**config.mk**
```make
export PLATFORM = sky130hd
export DESIGN_NAME = sreg194_seq_ctrl_flat
export DESIGN_NICKNAME = d
export VERILOG_FILES = /design/src/rtl/sreg194_seq_ctrl_if.sv /design/src/rtl/sreg194_seq_ctrl.sv /design/src/flat_wrapper.sv
export SDC_FILE = /design/constraint.sdc
export NUM_CORES = 1
export LEC_CHECK = 0
export CAP_MARGIN = 20
export CORE_ASPECT_RATIO = 0.75
export CORE_MARGIN = 2
export CORE_UTILIZATION = 55
export CTS_CLUSTER_DIAMETER = 120
export DETAILED_ROUTE_END_ITERATION = 12
export PLACE_DENSITY_LB_ADDON = 0.05
export REMOVE_ABC_BUFFERS = 1
export SLEW_MARGIN = 25
export SYNTH_ARGS = -nofsm -noshare
export SYNTH_HDL_FRONTEND = slang
export SYNTH_SLANG_ARGS = --single-unit
```
**constraint.sdc**
```tcl
create_clock -name exCLK -period 4.65 [get_ports exCLK]
set_input_delay 0.465 -clock exCLK [delete_from_list [all_inputs] [get_ports exCLK]]
set_output_delay 0.465 -clock exCLK [all_outputs]
set_load 0.02 [all_outputs]
```
**src/rtl/sreg194_seq_ctrl_if.sv**
```systemverilog
// Control/feedback bundle between the 194 sequencer and the register it drives.
// The sequencer takes the slave side; the environment (register model, host) takes the master side.
interface sreg194_seq_ctrl_if;
    logic       START;
    logic       STOP;
    logic       EN;
    logic [1:0] MODE;
    logic [3:0] SEED;
    logic [3:0] Q;
    logic       Clear;
    logic       S1;
    logic       S0;
    logic       Right;
    logic       Left;
    logic       A;
    logic       B;
    logic       C;
    logic       D;
    logic       STEP;
    logic       FIX;
    logic [7:0] STEPS;
    logic       BUSY;

    modport slave (
        input  START, STOP, EN, MODE, SEED, Q,
        output Clear, S1, S0, Right, Left, A, B, C, D, STEP, FIX, STEPS, BUSY
    );

    modport master (
        output START, STOP, EN, MODE, SEED, Q,
        input  Clear, S1, S0, Right, Left, A, B, C, D, STEP, FIX, STEPS, BUSY
    );
endinterface

```
**src/rtl/sreg194_seq_ctrl.sv**
```systemverilog
// Sequencer for a 74LS194-style shift register: issues a one-cycle STEP enable plus mode pins,
// serial and parallel data for ring-right, ring-left and Johnson sequences with self-start reload.
module sreg194_seq_ctrl #(
    parameter int DIV = 27000000,
    parameter int CW  = 25
) (
    input  logic              exCLK,
    input  logic              RST,
    sreg194_seq_ctrl_if.slave bus
);

    typedef enum logic [1:0] {IDLE, CLR, LOAD, RUN} state_t;

    localparam logic [CW-1:0] LAST = CW'(DIV - 1);

    state_t        state_q, state_d;
    logic [CW-1:0] pre_q, pre_d;
    logic          clear_q, clear_d;
    logic [1:0]    sel_q, sel_d;
    logic          right_q, right_d;
    logic          left_q, left_d;
    logic [3:0]    par_q, par_d;
    logic          step_q, step_d;
    logic          fix_q, fix_d;
    logic [7:0]    steps_q, steps_d;
    logic          busy_q, busy_d;
    logic          tick;

    function automatic logic one_hot(input logic [3:0] v);
        return (v != 4'd0) && ((v & (v - 4'd1)) == 4'd0);
    endfunction

    function automatic logic johnson_ok(input logic [3:0] v);
        case (v)
            4'b0000, 4'b0001, 4'b0011, 4'b0111,
            4'b1111, 4'b1110, 4'b1100, 4'b1000: return 1'b1;
            default:                            return 1'b0;
        endcase
    endfunction

    // Pattern that puts the register back on a legal orbit for the selected mode.
    function automatic logic [3:0] load_value(input logic [1:0] mode, input logic [3:0] seed);
        case (mode)
            2'b00, 2'b01: return one_hot(seed) ? seed : 4'b0001;
            2'b10:        return johnson_ok(seed) ? seed : 4'b0000;
            default:      return seed;
        endcase
    endfunction

    always_comb begin
        state_d = state_q;
        pre_d   = pre_q;
        clear_d = 1'b1;
        sel_d   = 2'b00;
        right_d = right_q;
        left_d  = left_q;
        par_d   = par_q;
        step_d  = 1'b0;
        fix_d   = 1'b0;
        steps_d = steps_q;
        tick    = (state_q == RUN) && bus.EN && (pre_q == LAST);

        if (bus.STOP) begin
            state_d = IDLE;
            pre_d   = '0;
            right_d = 1'b0;
            left_d  = 1'b0;
            par_d   = 4'd0;
        end else begin
            case (state_q)
                IDLE: begin
                    pre_d = '0;
                    if (bus.START) begin
                        state_d = CLR;
                        clear_d = 1'b0;
                        steps_d = 8'd0;
                    end
                end
                CLR: begin
                    state_d = LOAD;
                    sel_d   = 2'b11;
                    par_d   = load_value(bus.MODE, bus.SEED);
                    step_d  = 1'b1;
                    steps_d = steps_q + 8'd1;
                end
                LOAD: begin
                    state_d = RUN;
                    pre_d   = '0;
                end
                RUN: begin
                    if (bus.EN) pre_d = tick ? '0 : pre_q + CW'(1);
                    if (tick) begin
                        // Q outside the mode's legal orbit is reloaded rather than shifted.
                        case (bus.MODE)
                            2'b00: begin
                                if (one_hot(bus.Q)) begin
                                    sel_d   = 2'b01;
                                    right_d = bus.Q[3];
                                    step_d  = 1'b1;
                                end else fix_d = 1'b1;
                            end
                            2'b01: begin
                                if (one_hot(bus.Q)) begin
                                    sel_d  = 2'b10;
                                    left_d = bus.Q[0];
                                    step_d = 1'b1;
                                end else fix_d = 1'b1;
                            end
                            2'b10: begin
                                if (johnson_ok(bus.Q)) begin
                                    sel_d   = 2'b01;
                                    right_d = ~bus.Q[3];
                                    step_d  = 1'b1;
                                end else fix_d = 1'b1;
                            end
                            default: ;
                        endcase
                        if (fix_d) begin
                            sel_d  = 2'b11;
                            par_d  = load_value(bus.MODE, bus.SEED);
                            step_d = 1'b1;
                        end
                        if (step_d) steps_d = steps_q + 8'd1;
                    end
                end
                default: state_d = IDLE;
            endcase
        end
        busy_d = (state_d != IDLE);
    end

    always_ff @(posedge exCLK) begin
        if (RST) begin
            state_q <= IDLE;
            pre_q   <= '0;
            clear_q <= 1'b1;
            sel_q   <= 2'b00;
            right_q <= 1'b0;
            left_q  <= 1'b0;
            par_q   <= 4'd0;
            step_q  <= 1'b0;
            fix_q   <= 1'b0;
            steps_q <= 8'd0;
            busy_q  <= 1'b0;
        end else begin
            state_q <= state_d;
            pre_q   <= pre_d;
            clear_q <= clear_d;
            sel_q   <= sel_d;
            right_q <= right_d;
            left_q  <= left_d;
            par_q   <= par_d;
            step_q  <= step_d;
            fix_q   <= fix_d;
            steps_q <= steps_d;
            busy_q  <= busy_d;
        end
    end

    assign bus.Clear = clear_q;
    assign bus.S1    = sel_q[1];
    assign bus.S0    = sel_q[0];
    assign bus.Right = right_q;
    assign bus.Left  = left_q;
    assign bus.A     = par_q[0];
    assign bus.B     = par_q[1];
    assign bus.C     = par_q[2];
    assign bus.D     = par_q[3];
    assign bus.STEP  = step_q;
    assign bus.FIX   = fix_q;
    assign bus.STEPS = steps_q;
    assign bus.BUSY  = busy_q;

endmodule

```
**src/flat_wrapper.sv**
```systemverilog
// flat-port wrapper written by rule: the top's interface ports become plain ports
module sreg194_seq_ctrl_flat 
#(
    parameter int DIV = 27000000,
    parameter int CW  = 25
)
  (exCLK, RST, bus_START, bus_STOP, bus_EN, bus_MODE, bus_SEED, bus_Q, bus_Clear, bus_S1, bus_S0, bus_Right, bus_Left, bus_A, bus_B, bus_C, bus_D, bus_STEP, bus_FIX, bus_STEPS, bus_BUSY);
  sreg194_seq_ctrl_if bus_i ();
  input  logic exCLK;
  input  logic RST;
  input wire logic [$bits(bus_i.START)-1:0] bus_START;
  input wire logic [$bits(bus_i.STOP)-1:0] bus_STOP;
  input wire logic [$bits(bus_i.EN)-1:0] bus_EN;
  input wire logic [$bits(bus_i.MODE)-1:0] bus_MODE;
  input wire logic [$bits(bus_i.SEED)-1:0] bus_SEED;
  input wire logic [$bits(bus_i.Q)-1:0] bus_Q;
  output wire logic [$bits(bus_i.Clear)-1:0] bus_Clear;
  output wire logic [$bits(bus_i.S1)-1:0] bus_S1;
  output wire logic [$bits(bus_i.S0)-1:0] bus_S0;
  output wire logic [$bits(bus_i.Right)-1:0] bus_Right;
  output wire logic [$bits(bus_i.Left)-1:0] bus_Left;
  output wire logic [$bits(bus_i.A)-1:0] bus_A;
  output wire logic [$bits(bus_i.B)-1:0] bus_B;
  output wire logic [$bits(bus_i.C)-1:0] bus_C;
  output wire logic [$bits(bus_i.D)-1:0] bus_D;
  output wire logic [$bits(bus_i.STEP)-1:0] bus_STEP;
  output wire logic [$bits(bus_i.FIX)-1:0] bus_FIX;
  output wire logic [$bits(bus_i.STEPS)-1:0] bus_STEPS;
  output wire logic [$bits(bus_i.BUSY)-1:0] bus_BUSY;
  assign bus_i.START = bus_START;
  assign bus_i.STOP = bus_STOP;
  assign bus_i.EN = bus_EN;
  assign bus_i.MODE = bus_MODE;
  assign bus_i.SEED = bus_SEED;
  assign bus_i.Q = bus_Q;
  assign bus_Clear = bus_i.Clear;
  assign bus_S1 = bus_i.S1;
  assign bus_S0 = bus_i.S0;
  assign bus_Right = bus_i.Right;
  assign bus_Left = bus_i.Left;
  assign bus_A = bus_i.A;
  assign bus_B = bus_i.B;
  assign bus_C = bus_i.C;
  assign bus_D = bus_i.D;
  assign bus_STEP = bus_i.STEP;
  assign bus_FIX = bus_i.FIX;
  assign bus_STEPS = bus_i.STEPS;
  assign bus_BUSY = bus_i.BUSY;
  sreg194_seq_ctrl #(.DIV(DIV), .CW(CW)) u_core (.exCLK(exCLK), .RST(RST), .bus(bus_i));
endmodule
```
Word level (Yosys, flattened, before mapping)
Memory sizes are Yosys's and may differ from the RTL's.
Cells that the tools add are included.

word-level totals
  flip-flop bits (word level) = 47
  ROM bits = 48
  input port bits = 15
  output and inout port bits = 20
  logic and storage cells = 119
  memories = 3

memory list
  name              depth  width  rd ports  clocked after memory_dff  wr ports  RTL line                RTL
  (name not given)  16     1      1         0                         0         sreg194_seq_ctrl.sv:34  case (v)
  (name not given)  16     1      1         0                         0         sreg194_seq_ctrl.sv:34
  (name not given)  16     1      1         0                         0         sreg194_seq_ctrl.sv:34

operators by class
  $add $sub $neg = 4
  equality and inequality tests = 13
  mux-type cells = 56
  bitwise operators = 7
  reductions and logical operators = 25

operators with widths
  cell                                               count
  2-to-1 mux 25 bit                                  2
  case mux 25 bit (2 select lines)                   1
  2-to-1 mux 1 bit                                   29
  adder 25 x 1 -> 25 bit (second input constant)     1
  equality test 25 bit (second input constant)       1
  2-to-1 mux 8 bit                                   3
  case mux 4 bit (2 select lines)                    3
  case mux 8 bit (3 select lines)                    1
  2-to-1 mux 4 bit                                   5
  case mux 2 bit (3 select lines)                    2
  2-to-1 mux 2 bit                                   5
  AND reduction 5 bit                                2
  adder 8 x 1 -> 8 bit (second input constant)       1
  AND 4 bit                                          2
  logical NOT 4 bit                                  2
  != test 2 bit (second input constant)              4
  case mux 1 bit (2 select lines)                    4
  nonzero test 2 bit                                 4
  nonzero test 4 bit                                 2
  subtractor 4 x 1 -> 4 bit (second input constant)  2
  equality test 2 bit (second input constant)        3
  != test 2 x 1 -> 1 bit (second input constant)     3
  OR reduction 2 bit                                 3
  NOT 1 bit                                          5
  other kinds (10)                                   15

Depth between registers and ports, before layout
Gate-level depths: netlist of run 1.

  word-level depth = 20
  mapped depth = 8
  depth with buffers taken out = 6

Worst setup path before layout of run 1
OpenSTA, ideal clock, no wires.

  path kind = input to register
  from = input port bus_Q[3]
  to = register u_core.par_q[1]
  arrival time = 1.909 ns
  data required time = 4.533 ns
  setup slack = 2.624 ns
  stages = 6
  buffers on the path = 1
  path through = clkbuf_1 -> or3b_2 -> a211oi_1 -> nor3_1 -> a31o_2 -> a32o_1

between the ends
  longest elaborated chain between the ends = 12
  elaborated cells on any way between the ends = 18
  classes of those cells = 1 x add/sub; 1 x eq/ne; 10 x mux; 1 x bitwise; 4 x reduce/logical; 1 x memory

RTL lines
  element                                   RTL line                 RTL
  from (decl)                               flat_wrapper.sv:16       input wire logic [$bits(bus_i.Q)-1:0] bus_Q;
  memory (16 x 1 bit)                       -
  2-to-1 mux 1 bit                          sreg194_seq_ctrl.sv:94   case (bus.MODE)
  2-to-1 mux 1 bit                          sreg194_seq_ctrl.sv:92   if (tick) begin
  2-to-1 mux 1 bit                          sreg194_seq_ctrl.sv:70   case (state_q)
  2-to-1 mux 1 bit                          sreg194_seq_ctrl.sv:63   if (bus.STOP) begin
  2-to-1 mux 1 bit                          sreg194_seq_ctrl.sv:110  if (johnson_ok(bus.Q)) begin
  case mux 1 bit (2 select lines) (*)       sreg194_seq_ctrl.sv:94
  2-to-1 mux 1 bit (*)                      sreg194_seq_ctrl.sv:92
  2-to-1 mux 1 bit (*)                      sreg194_seq_ctrl.sv:70
  2-to-1 mux 1 bit (*)                      sreg194_seq_ctrl.sv:63
  != test 2 bit (no source line) (*)        -
  AND reduction 3 bit (no source line) (*)  -
  to (signal assigned)                      sreg194_seq_ctrl.sv:152  par_q <= par_d;
  to (decl)                                 sreg194_seq_ctrl.sv:22   logic [3:0] par_q, par_d;

Every way passes the cells marked *; elsewhere a longest branch is shown, timed or not. The select of a mux whose other input is x is not followed.
A chain may end at the register's enable or synchronous reset.

Worst setup path after layout of run 1
  from = input port bus_MODE[1]
  to = register u_core.par_q[1]

between the ends
  longest elaborated chain between the ends = 8
  elaborated cells on any way between the ends = 15
  classes of those cells = 3 x eq/ne; 9 x mux; 3 x reduce/logical

RTL lines
  element                                                            RTL line                                        RTL
  from (decl)                                                        flat_wrapper.sv:14                              input wire logic [$bits(bus_i.MODE)-1:0] bus_MODE;
  equality test 2 x 1 -> 1 bit or logical NOT 2 bit (tied branches)  sreg194_seq_ctrl.sv:43, sreg194_seq_ctrl.sv:94
  OR reduction 2 bit (no source line)                                -
  case mux 1 bit (2 select lines)                                    sreg194_seq_ctrl.sv:94
  2-to-1 mux 1 bit                                                   sreg194_seq_ctrl.sv:92
  2-to-1 mux 1 bit                                                   sreg194_seq_ctrl.sv:70
  2-to-1 mux 1 bit                                                   sreg194_seq_ctrl.sv:63
  != test 2 bit (no source line)                                     -
  AND reduction 3 bit (no source line)                               -

Several ways; a longest one is shown, not always the timed one. The select of a mux whose other input is x is not followed.

==> impl_metrics.toml, run 1 <==
[synthesis]
async_flop_share_pct = 0
synth_top_cell_area_share_pct = 38.2
synth-seq-cells = 47
yosysTopAreaCell = "dfxtp_1"
ys_seq_area_share_pct = 38.2
avgSynthCellArea_um2 = 7.96
synth_area_leaders = "dfxtp_1 (38%), xor2_1 (5.7%), nor2_1 (5.0%)"
yosysWarningCount = 0
syn-instance-count = 310
synth_edf_count = 0
synth_flop_cell = "dfxtp_1"
synth_cell_types = 50
synth_area_mm2 = 0.00247

[final_layout]
drive_gt1_share_pct = 5.36
diodes = 0
fin_area_mm2 = 0.00293
seqCellArea_um2 = 941
multi_input_area_mm2 = 0.00143
num-nets-final = 353
fillers = 374
area_growth_pct = 18.9

[die]
ios = 35
fp.dieH_um = 62.0
fp.dieW_um = 81.3
start_util_pct = 56.2
core_area_mm2 = 0.00439
dieArea_mm2 = 0.00504
rows = 21

[global_route]
antenna_found_initial = 0
gr-total-overflow = 0
grt_usage_pct = 23.2
grt_pass1_wl_um = 8900
grt_pass1_vias = 1869
grt_max_degree = 23

[clock_tree]
cts_sinks = 47
cts.clk_slew.worst_paths_ns = 0.08
postCtsSetupBuffers = 0
clkLatencyLatePin_ns = 0.30
cts_root_buffer = "clkbuf_8"
cts.repair.resized = 0
cts_buffer_depth = 2
tritoncts.num_buffers = 5
cts_tree = "done"
cts_max_level = 2
holdBufCountCts = 0

[detailed_routing]
wl_met3_um = 329
vias = 2283
wl_per_cell_um = 14.0
wl_met1_um = 2840
ant_nets = 0
drcViolationCount = 0
dr.first_iter.drc_count = 134
routed.top_layer = "met4"
vias_per_cell = 5.81
dr_wl_met2_um = 2270
totalWireLength_um = 5490
dr.pass1.iters = 4

[placed_design]
place_hpwl_um = 3920
gp_congestion = 0.815
placed_area_mm2 = 0.00283
io_buffers = 34

[pwr]
switchingPower_w = 0.000169
ir_drop_mv = 0.160
p_seq_share_pct = 53.7
p_leak_nw = 0.965
pwr_density_cell_mw_per_mm2 = 259
p_sw_share_pct = 22.2
pwr-share-comb_pct = 8.7
p_clk_share_pct = 37.6
p_int_w = 0.000591

[timing]
rsz0062_at_grt = "false"
fmax_mhz = 416
finalHoldViolCount = 0
finalSetupTns_ns = 0
layout_min_cycle_time_ns = 2.40
worst_pin_slew_ns = 0.985
fin_skew_ns = 0.00708
setup_viol = 0
final_max_slew_viol_count = 0
slew_headroom_pct = 33.7
period_share_pct = 51.7

[job]
max-cap-violations = 0

[setup_path]
endpoint_kind = "flip-flop"
cp_max_fo = 15
r2r_slack_ns = 2.28
critPathLaunchType = "primary input"
arrival_ns = 2.59
critPathKind = "primary input to flip-flop"
required_ns = 4.84

[worst_hold_path]
hp-class = "flip-flop to flip-flop"

[status]
status = "finished clean"
-- kinds of logic after synthesis --
logic type                 synth area share (%)
adders and majority gates                  1.01
xor gates and xnor gates                   7.81
muxes                                     0.406
DFF                                        38.2
AOI/OAI and AO/OA                          16.9
buffers and inverters                      3.80
and+or+nand+nor                            31.9
-- per-stage QoR --
step / total power, W / util [%] / hold WS (ns) / setup slack [ns] / instances
final: 0.000760 / 66.8 / 0.474 / 2.25 / 393
after global routing: 0.000794 / 66.8 / 0.509 / 2.01 / 393
after CTS: 0.000769 / 66.8 / 0.473 / 2.26 / 393
after detailed placement: 0.000483 / 64.5 / 0.459 / 1.95 / 386
after global placement: 0.000482 / 64.5 / 0.452 / 1.99 / 386
after floorplan: 0.000449 / - / 0.447 / 1.80 / 292
-- synthesized netlist by cell type, types with 2 or more instances --
| library cell | number |
|---|---|
| or2_2 | 2 |
| a32o_1 | 2 |
| or3b_2 | 2 |
| o31ai_1 | 3 |
| nor2_1 | 33 |
| and3_1 | 4 |
| nand2b_1 | 3 |
| nand4_1 | 16 |
| or3_1 | 5 |
| buf_2 | 2 |
| a31o_2 | 2 |
| nand4b_1 | 2 |
| nand3_1 | 9 |
| o21ai_0 | 14 |
| xor2_1 | 16 |
| dfxtp_1 | 47 |
| a31oi_1 | 7 |
| and4_1 | 2 |
| o22ai_1 | 2 |
| o21a_1 | 2 |
| nand2_1 | 32 |
| xnor2_1 | 6 |
| nor4_1 | 5 |
| nor3_1 | 10 |
| nor2b_1 | 7 |
| a21oi_1 | 22 |
| ha_1 | 2 |
| or4_1 | 6 |
| a22o_1 | 2 |
| o211ai_1 | 3 |
| a211oi_1 | 2 |
| clkbuf_1 | 15 |
| inv_1 | 6 |
-- placed cells by master (no fill, tap or decap), types with 6 or more instances in the layout --
master	instances
nor2_1	33
a21oi_1	22
dfxtp_1	47
xor2_1	16
inv_1	6
clkdlybuf4s50_1	34
a31oi_1	7
nand4_1	16
nand3_1	9
nor3_1	10
or4_1	6
o21ai_0	13
xnor2_1	6
nor2b_1	7
nand2_1	32
-- critical path, cell delays in order --
cell,delay [ns]
clkdlybuf4s50_1,0.64
or3b_2,0.54
a211oi_1,0.22
nor3_1,0.16
a31o_2,0.31
a32o_1,0.25
-- area by class of cell --
cell class	instances	area share (%)
multi-input combinational	239	48.8
sequential	47	32.1
timing repair buffer	37	12.4
clock buffer	6	2.48
tap	57	2.43
clock inverter	1	1.02
inverter	6	0.768
-- power by group through the flow --
stage / Combinational [W] / Clock, W / Sequential (W)
after detailed placement: 0.0000657 / 0 / 0.000417
final: 0.0000664 / 0.000286 / 0.000408
after floorplan: 0.0000307 / 0 / 0.000419
after CTS: 0.0000662 / 0.000295 / 0.000408
after global routing: 0.0000726 / 0.000313 / 0.000408
after global placement: 0.0000649 / 0 / 0.000417
-- path summary, 6_finish.rpt --
kind	start	to	depth (start not counted)
worst max-delay path	bus_MODE[1]	u_core.par_q[1]	6
worst min-delay path	u_core.par_q[2]	u_core.par_q[2]	1
worst max register to register	u_core.state_q[1]	u_core.pre_q[20]	6
worst min register to register	u_core.par_q[2]	u_core.par_q[2]	1
-- registers in the layout, indices dropped and copies added (netlist names) --
register          count
u_core.state_q        2
u_core.bus.Left       1
u_core.bus.STEPS      8
u_core.bus.Right      1
u_core.pre_q         25
u_core.par_q          4
u_core.bus.FIX        1
u_core.bus.Clear      1
u_core.bus.BUSY       1
u_core.sel_q          2
u_core.bus.STEP       1
-- layer usage --
| metal | vias up | GRT usage (%) |
|---|---|---|
| li1 | 1166 | - |
| met1 | 1053 | 34.9 |
| met2 | 60 | 31.3 |
| met3 | 4 | 6.50 |
| met4 | 0 | 8.47 |
| met5 | - | 0 |
No activity file was read; power rests on OpenSTA's default activity.
==> run 2: changes to the inputs <==
--- a/config.mk
+++ b/config.mk
@@ -8,7 +8,7 @@
 export CAP_MARGIN = 20
 export CORE_ASPECT_RATIO = 0.75
 export CORE_MARGIN = 2
-export CORE_UTILIZATION = 55
+export CORE_UTILIZATION = 49
 export CTS_CLUSTER_DIAMETER = 120
 export DETAILED_ROUTE_END_ITERATION = 12
 export PLACE_DENSITY_LB_ADDON = 0.05
==> constraint.sdc (replaced) <==
create_clock -name exCLK -period 2.1 [get_ports exCLK]
set_input_delay 0.21 -clock exCLK [delete_from_list [all_inputs] [get_ports exCLK]]
set_output_delay 0.21 -clock exCLK [all_outputs]
set_load 0.02 [all_outputs]
==> run 2 against run 1 <==
Against the previous run: the flow now finishes with violations (negative setup slack); sequential share of layout area shrank 3.4 points; highest routed layer unchanged; critical endpoint is now u_core.bus.STEPS[0]; via count rose by 8.7%; largest power group unchanged; die area grew 12%; combinational power grew to 2.7 times the previous value.
==> impl_metrics.toml, run 2 (synthesis gave the netlist of run 1 again) <==
[status]
status = "finished, violations left"
violations = "negative setup slack"

[die]
fp.dieW_um = 85.9
core_area_mm2 = 0.00487
dieArea_mm2 = 0.00562
ios = 35
rows = 22
fp.dieH_um = 65.4
start_util_pct = 50.6

[timing]
period_share_pct = 100
finalSetupTns_ns = -0.000696
layout_setup_ws_ns = -0.000696
rsz0062_at_grt = "true"
fin_skew_ns = 0.00844
worst_pin_slew_ns = 0.611
layout_min_cycle_time_ns = 2.10
slew_headroom_pct = 59.0
fmax_mhz = 476
final_max_slew_viol_count = 0
timing.hold.ws_ns = 0.465
finalHoldViolCount = 0
setup_viol = 1

[setup_path]
path_cells = "or4_4 -> nor3_4 -> a31oi_4 -> buf_6 -> or4_4 -> a21oi_2"
crit_path_frequent_cell = "or4_4"
critPathLaunch = "u_core.pre_q[21]"
arrival_ns = 2.33
cp_max_fo = 7
cp_top_family = "simple AND/OR/NAND/NOR gates"
ff2ff_path_depth = 6
critPathLaunchType = "flip-flop"
slowest_stage = "or4_4"
critPathKind = "flip-flop to flip-flop"
required_ns = 2.32
cp_slowest_stage_delay_ns = 0.52
path_buf_inv = 1
crit_cells = 6
r2r-start = "u_core.pre_q[21]"
endpoint_kind = "flip-flop"

[worst_hold_path]
hold_depth = 2
hp-class = "flip-flop to flip-flop"
min_from = "u_core.bus.Right"

[detailed_routing]
wl_per_cell_um = 14.1
dr.first_iter.drc_count = 172
routed.top_layer = "met4"
wl_met1_um = 3110
dr.pass1.iters = 5
totalWireLength_um = 6060
wl_met3_um = 257
vias = 2481
drcViolationCount = 0
ant_nets = 0
vias_per_cell = 5.76
dr_wl_met2_um = 2670

[final_layout]
area_growth_pct = 34.4
diodes = 0
fillers = 410
final_common_cell = "dfxtp_1"
num-nets-final = 388
largest_reg_flops = 25
drive_gt1_share_pct = 19.1
largest_register = "u_core.pre_q"
layout_common_cells = "dfxtp_1 (43), clkdlybuf4s50_1 (34), buf_4 (34)"
fin_util_pct = 68.1

[placed_design]
place_hpwl_um = 4260
io_buffers = 34
gp_congestion = 0.814

[job]
max-cap-violations = 0

[global_route]
antenna_found_initial = 0
grt_max_degree = 23
grt_pass1_wl_um = 10000
grt_pass1_vias = 2212
grt_usage_pct = 21.6
gr-total-overflow = 0

[clock_tree]
cts_max_level = 2
cts_root_buffer = "clkbuf_8"
cts_tree = "done"
clkLatencyLatePin_ns = 0.29
cts_sinks = 47
cts_buffer_depth = 2
cts.clk_slew.worst_paths_ns = 0.09
tritoncts.num_buffers = 5

[pwr]
p_leak_nw = 1.17
pwr_density_cell_mw_per_mm2 = 516
pwr-share-comb_pct = 10.5
p_int_w = 0.00133
p_sw_share_pct = 22.4
p_clk_share_pct = 37.1
p_seq_share_pct = 52.4
switchingPower_w = 0.000383
ir_drop_mv = 0.293
power_w = 0.00171
## run 2: cell count changes in the layout (fill, tap and decap cells not counted), sizes merged
cell	previous run	this run
buf	3	37
clkdlybuf4s15	0	1
## run 2: through the flow
stage                     setup slack [ns]  cells  instance area [µm²]
after CTS                          -0.0182    427                 3190
final                            -0.000696    431                 3320
after detailed placement            -0.116    420                 3080
after floorplan                     -0.748    292                 2390
after global placement             -0.0926    420                 3080
after global routing               -0.0505    431                 3320
## run 2: area by class of cell
cell class	instances	area [µm²]	share of cell area, %
tap	60	75.1	2.26
clock buffer	6	72.6	2.19
inverter	6	22.5	0.679
timing repair buffer	72	649	19.6
clock inverter	1	30.0	0.906
multi-input combinational	239	1520	45.7
sequential	47	951	28.7
## run 2: per-layer routing
| metal | vias to the layer above | track usage, % |
|---|---|---|
| li1 | 1253 | - |
| met1 | 1170 | 31.8 |
| met2 | 56 | 33.2 |
| met3 | 2 | 4.40 |
| met4 | 0 | 3.57 |
| met5 | - | 0 |
## run 2: worst paths after layout
kind	to	slack (ns)
setup / recovery	u_core.bus.STEPS[0]	-0.0007
hold / removal	u_core.bus.Right	0.46
setup reg to reg	u_core.bus.STEPS[0]	-0.0007
hold reg to reg	u_core.bus.Right	0.46
## run 2: power by group through the flow
stage | Combinational (W) | Clock [W] | Sequential, W
finish | 0.000179 | 0.000635 | 0.000896
global route | 0.000197 | 0.000681 | 0.000897
CTS | 0.000176 | 0.000651 | 0.000899
detailed placement | 0.000175 | 0 | 0.000920
global placement | 0.000173 | 0 | 0.000920
floorplan | 0.0000680 | 0 | 0.000927
## run 2: worst min-delay path, stage by stage, from the launching register on
cell and delay (ns):
dfxtp_1 0.32, nand2_1 0.05, mux2i_1 0.05
## run 2: what timing repair did
item	CTS	global route
gates resized for setup	2	24
buffers inserted	0	3
gates cloned	0	1
endpoints found under the setup margin	3	32
pin swaps	0	14
hold buffers	0	0
==> run 3: changes to the inputs <==
--- a/config.mk
+++ b/config.mk
@@ -5,6 +5,7 @@
 export SDC_FILE = /design/constraint.sdc
 export NUM_CORES = 1
 export LEC_CHECK = 0
+export ABC_CLOCK_PERIOD_IN_PS = 2100
 export CAP_MARGIN = 20
 export CORE_ASPECT_RATIO = 0.75
 export CORE_MARGIN = 2
@@ -12,6 +13,7 @@
 export CTS_CLUSTER_DIAMETER = 120
 export DETAILED_ROUTE_END_ITERATION = 12
 export PLACE_DENSITY_LB_ADDON = 0.05
+export RECOVER_POWER = 50
 export REMOVE_ABC_BUFFERS = 1
 export SLEW_MARGIN = 25
 export SYNTH_ARGS = -nofsm -noshare
==> run 3 against run 2 <==
Against the previous run: the run now ends clean; combinational power is essentially flat; routed wire length grew 0.51%; total power shrank 0.12%; maximum frequency grew 0.17%; flip-flop and latch count is the same; core utilization shrank 0.077 points; critical endpoint unchanged; largest power group unchanged.
==> impl_metrics.toml, run 3 (synthesis gave the netlist of run 1 again) <==
[clock_tree]
cts.clk_slew.worst_paths_ns = 0.09
cts_buffer_depth = 2
cts_root_buffer = "clkbuf_8"
tritoncts.num_buffers = 5
cts_max_level = 2
clkLatencyLatePin_ns = 0.29
cts_sinks = 47
holdBufCountCts = 0
cts_tree = "done"

[setup_path]
path_buf_inv = 1
ff2ff_path_depth = 6
critPathLaunchType = "flip-flop"
crit_path_frequent_cell = "or4_4"
cp_top_family = "simple AND/OR/NAND/NOR gates"
critPathKind = "flip-flop to flip-flop"
slowest_stage = "or4_4"
endpoint_kind = "flip-flop"
cp_max_fo = 7
path_cells = "or4_4 -> nor3_4 -> a31oi_4 -> buf_6 -> or4_4 -> a21oi_2"
r2r_slack_ns = 0.003
r2r_end = "u_core.bus.STEPS[0]"
required_ns = 2.33
r2r-start = "u_core.pre_q[21]"
arrival_ns = 2.33
cp_slowest_stage_delay_ns = 0.52

[die]
fp.dieW_um = 85.9
ios = 35
rows = 22
dieArea_mm2 = 0.00562
fp.dieH_um = 65.4
start_util_pct = 50.6
core_area_mm2 = 0.00487

[timing]
finalSetupTns_ns = 0
worst_pin_slew_ns = 0.608
fin_skew_ns = 0.00913
rsz0062_at_grt = "true"
final_max_slew_viol_count = 0
layout_min_cycle_time_ns = 2.10
slew_headroom_pct = 59.2
finalHoldViolCount = 0
setup_viol = 0
period_share_pct = 99.9
fmax_mhz = 477

[placed_design]
io_buffers = 34
gp_congestion = 0.814
placed_area_mm2 = 0.00308
place_hpwl_um = 4260
placed_cells = 420

[final_layout]
area_growth_pct = 34.3
largest_register = "u_core.pre_q"
fin_area_mm2 = 0.00331
instances_no_fill = 431
num-nets-final = 388
drive_gt1_share_pct = 18.9
largest_reg_flops = 25
final_common_cell = "dfxtp_1"
layout_common_cells = "dfxtp_1 (43), nor2_1 (33), buf_4 (33)"
diodes = 0
fin_util_pct = 68.0

[job]
max-cap-violations = 0

[global_route]
gr-total-overflow = 0
grt_max_degree = 23
antenna_found_initial = 0
grt_usage_pct = 21.6
grt_pass1_vias = 2212
grt_pass1_wl_um = 10000

[detailed_routing]
dr.first_iter.drc_count = 152
drcViolationCount = 0
dr.pass1.iters = 4
totalWireLength_um = 6090
ant_nets = 0
vias_per_cell = 5.77
vias = 2489
wl_per_cell_um = 14.1

[status]
status = "finished clean"

[worst_hold_path]
hp-class = "flip-flop to flip-flop"
hold_depth = 2
min_from = "u_core.bus.Right"
min_to = "u_core.bus.Right"

[pwr]
p_leak_nw = 1.23
power_w = 0.00171
ir_drop_mv = 0.294
pwr_density_cell_mw_per_mm2 = 516
-- run 3: repair_timing --
item                       CTS  global route
resized for setup            2            24
setup endpoints to repair    3            32
pin swaps                    0            14
cloned                       0             1
setup buffers                0             3
-- run 3: through the flow --
stage	setup slack, ns	hold WS, ns
6_report	0.00291	0.461
5_1_grt	-0.0505	0.499
4_1_cts	-0.0182	0.470
3_5_place_dp	-0.116	0.457
3_3_place_gp	-0.0926	0.456
2_1_floorplan	-0.748	0.279
-- run 3: layout make-up --
class	instances	area (µm²)
timing repair buffer	72	646
clock buffer	6	72.6
inverter	6	22.5
sequential	47	951
clock inverter	1	30.0
tap	60	75.1
multi-input combinational	239	1520
fill	412	1560
-- run 3: power breakdown --
group / leakage [nW] / switching [W] / internal (W) / total (W)
logic: 0.798 / 0.0000946 / 0.0000824 / 0.000177
registers: 0.382 / 0.00000293 / 0.000893 / 0.000896
clock network: 0.0513 / 0.000286 / 0.000349 / 0.000636
-- run 3: layer usage --
metal | up-vias | part of all wire (%) | GRT usage (%)
li1 | 1247 | - | -
met1 | 1184 | 51 | 31.8
met2 | 56 | 44 | 33.2
met3 | 2 | 4.7 | 4.40
met4 | 0 | 0.31 | 3.57
met5 | - | 0 | 0
-- run 3: worst register-to-register path, cell delays in order, from the launching register on --
cell and delay [ns]:
dfxtp_4 0.37, or4_4 0.52, nor3_4 0.24, a31oi_4 0.13
buf_6 0.17, or4_4 0.48, a21oi_2 0.13
-- run 3: worst max path at each step --
stage          cells past startpoint             endpoint             start  slack (ns)
3_5_place_dp                       6      u_core.par_q[2]          bus_Q[2]       -0.12
6_report                           6  u_core.bus.STEPS[0]  u_core.pre_q[21]       0.003
3_3_place_gp                       6      u_core.par_q[1]          bus_Q[2]       -0.09
4_1_cts                            5      u_core.bus.Left  u_core.pre_q[21]       -0.02
2_1_floorplan                      5      u_core.pre_q[0]  u_core.pre_q[18]       -0.75
5_1_grt                            6  u_core.bus.STEPS[6]  u_core.pre_q[21]       -0.05
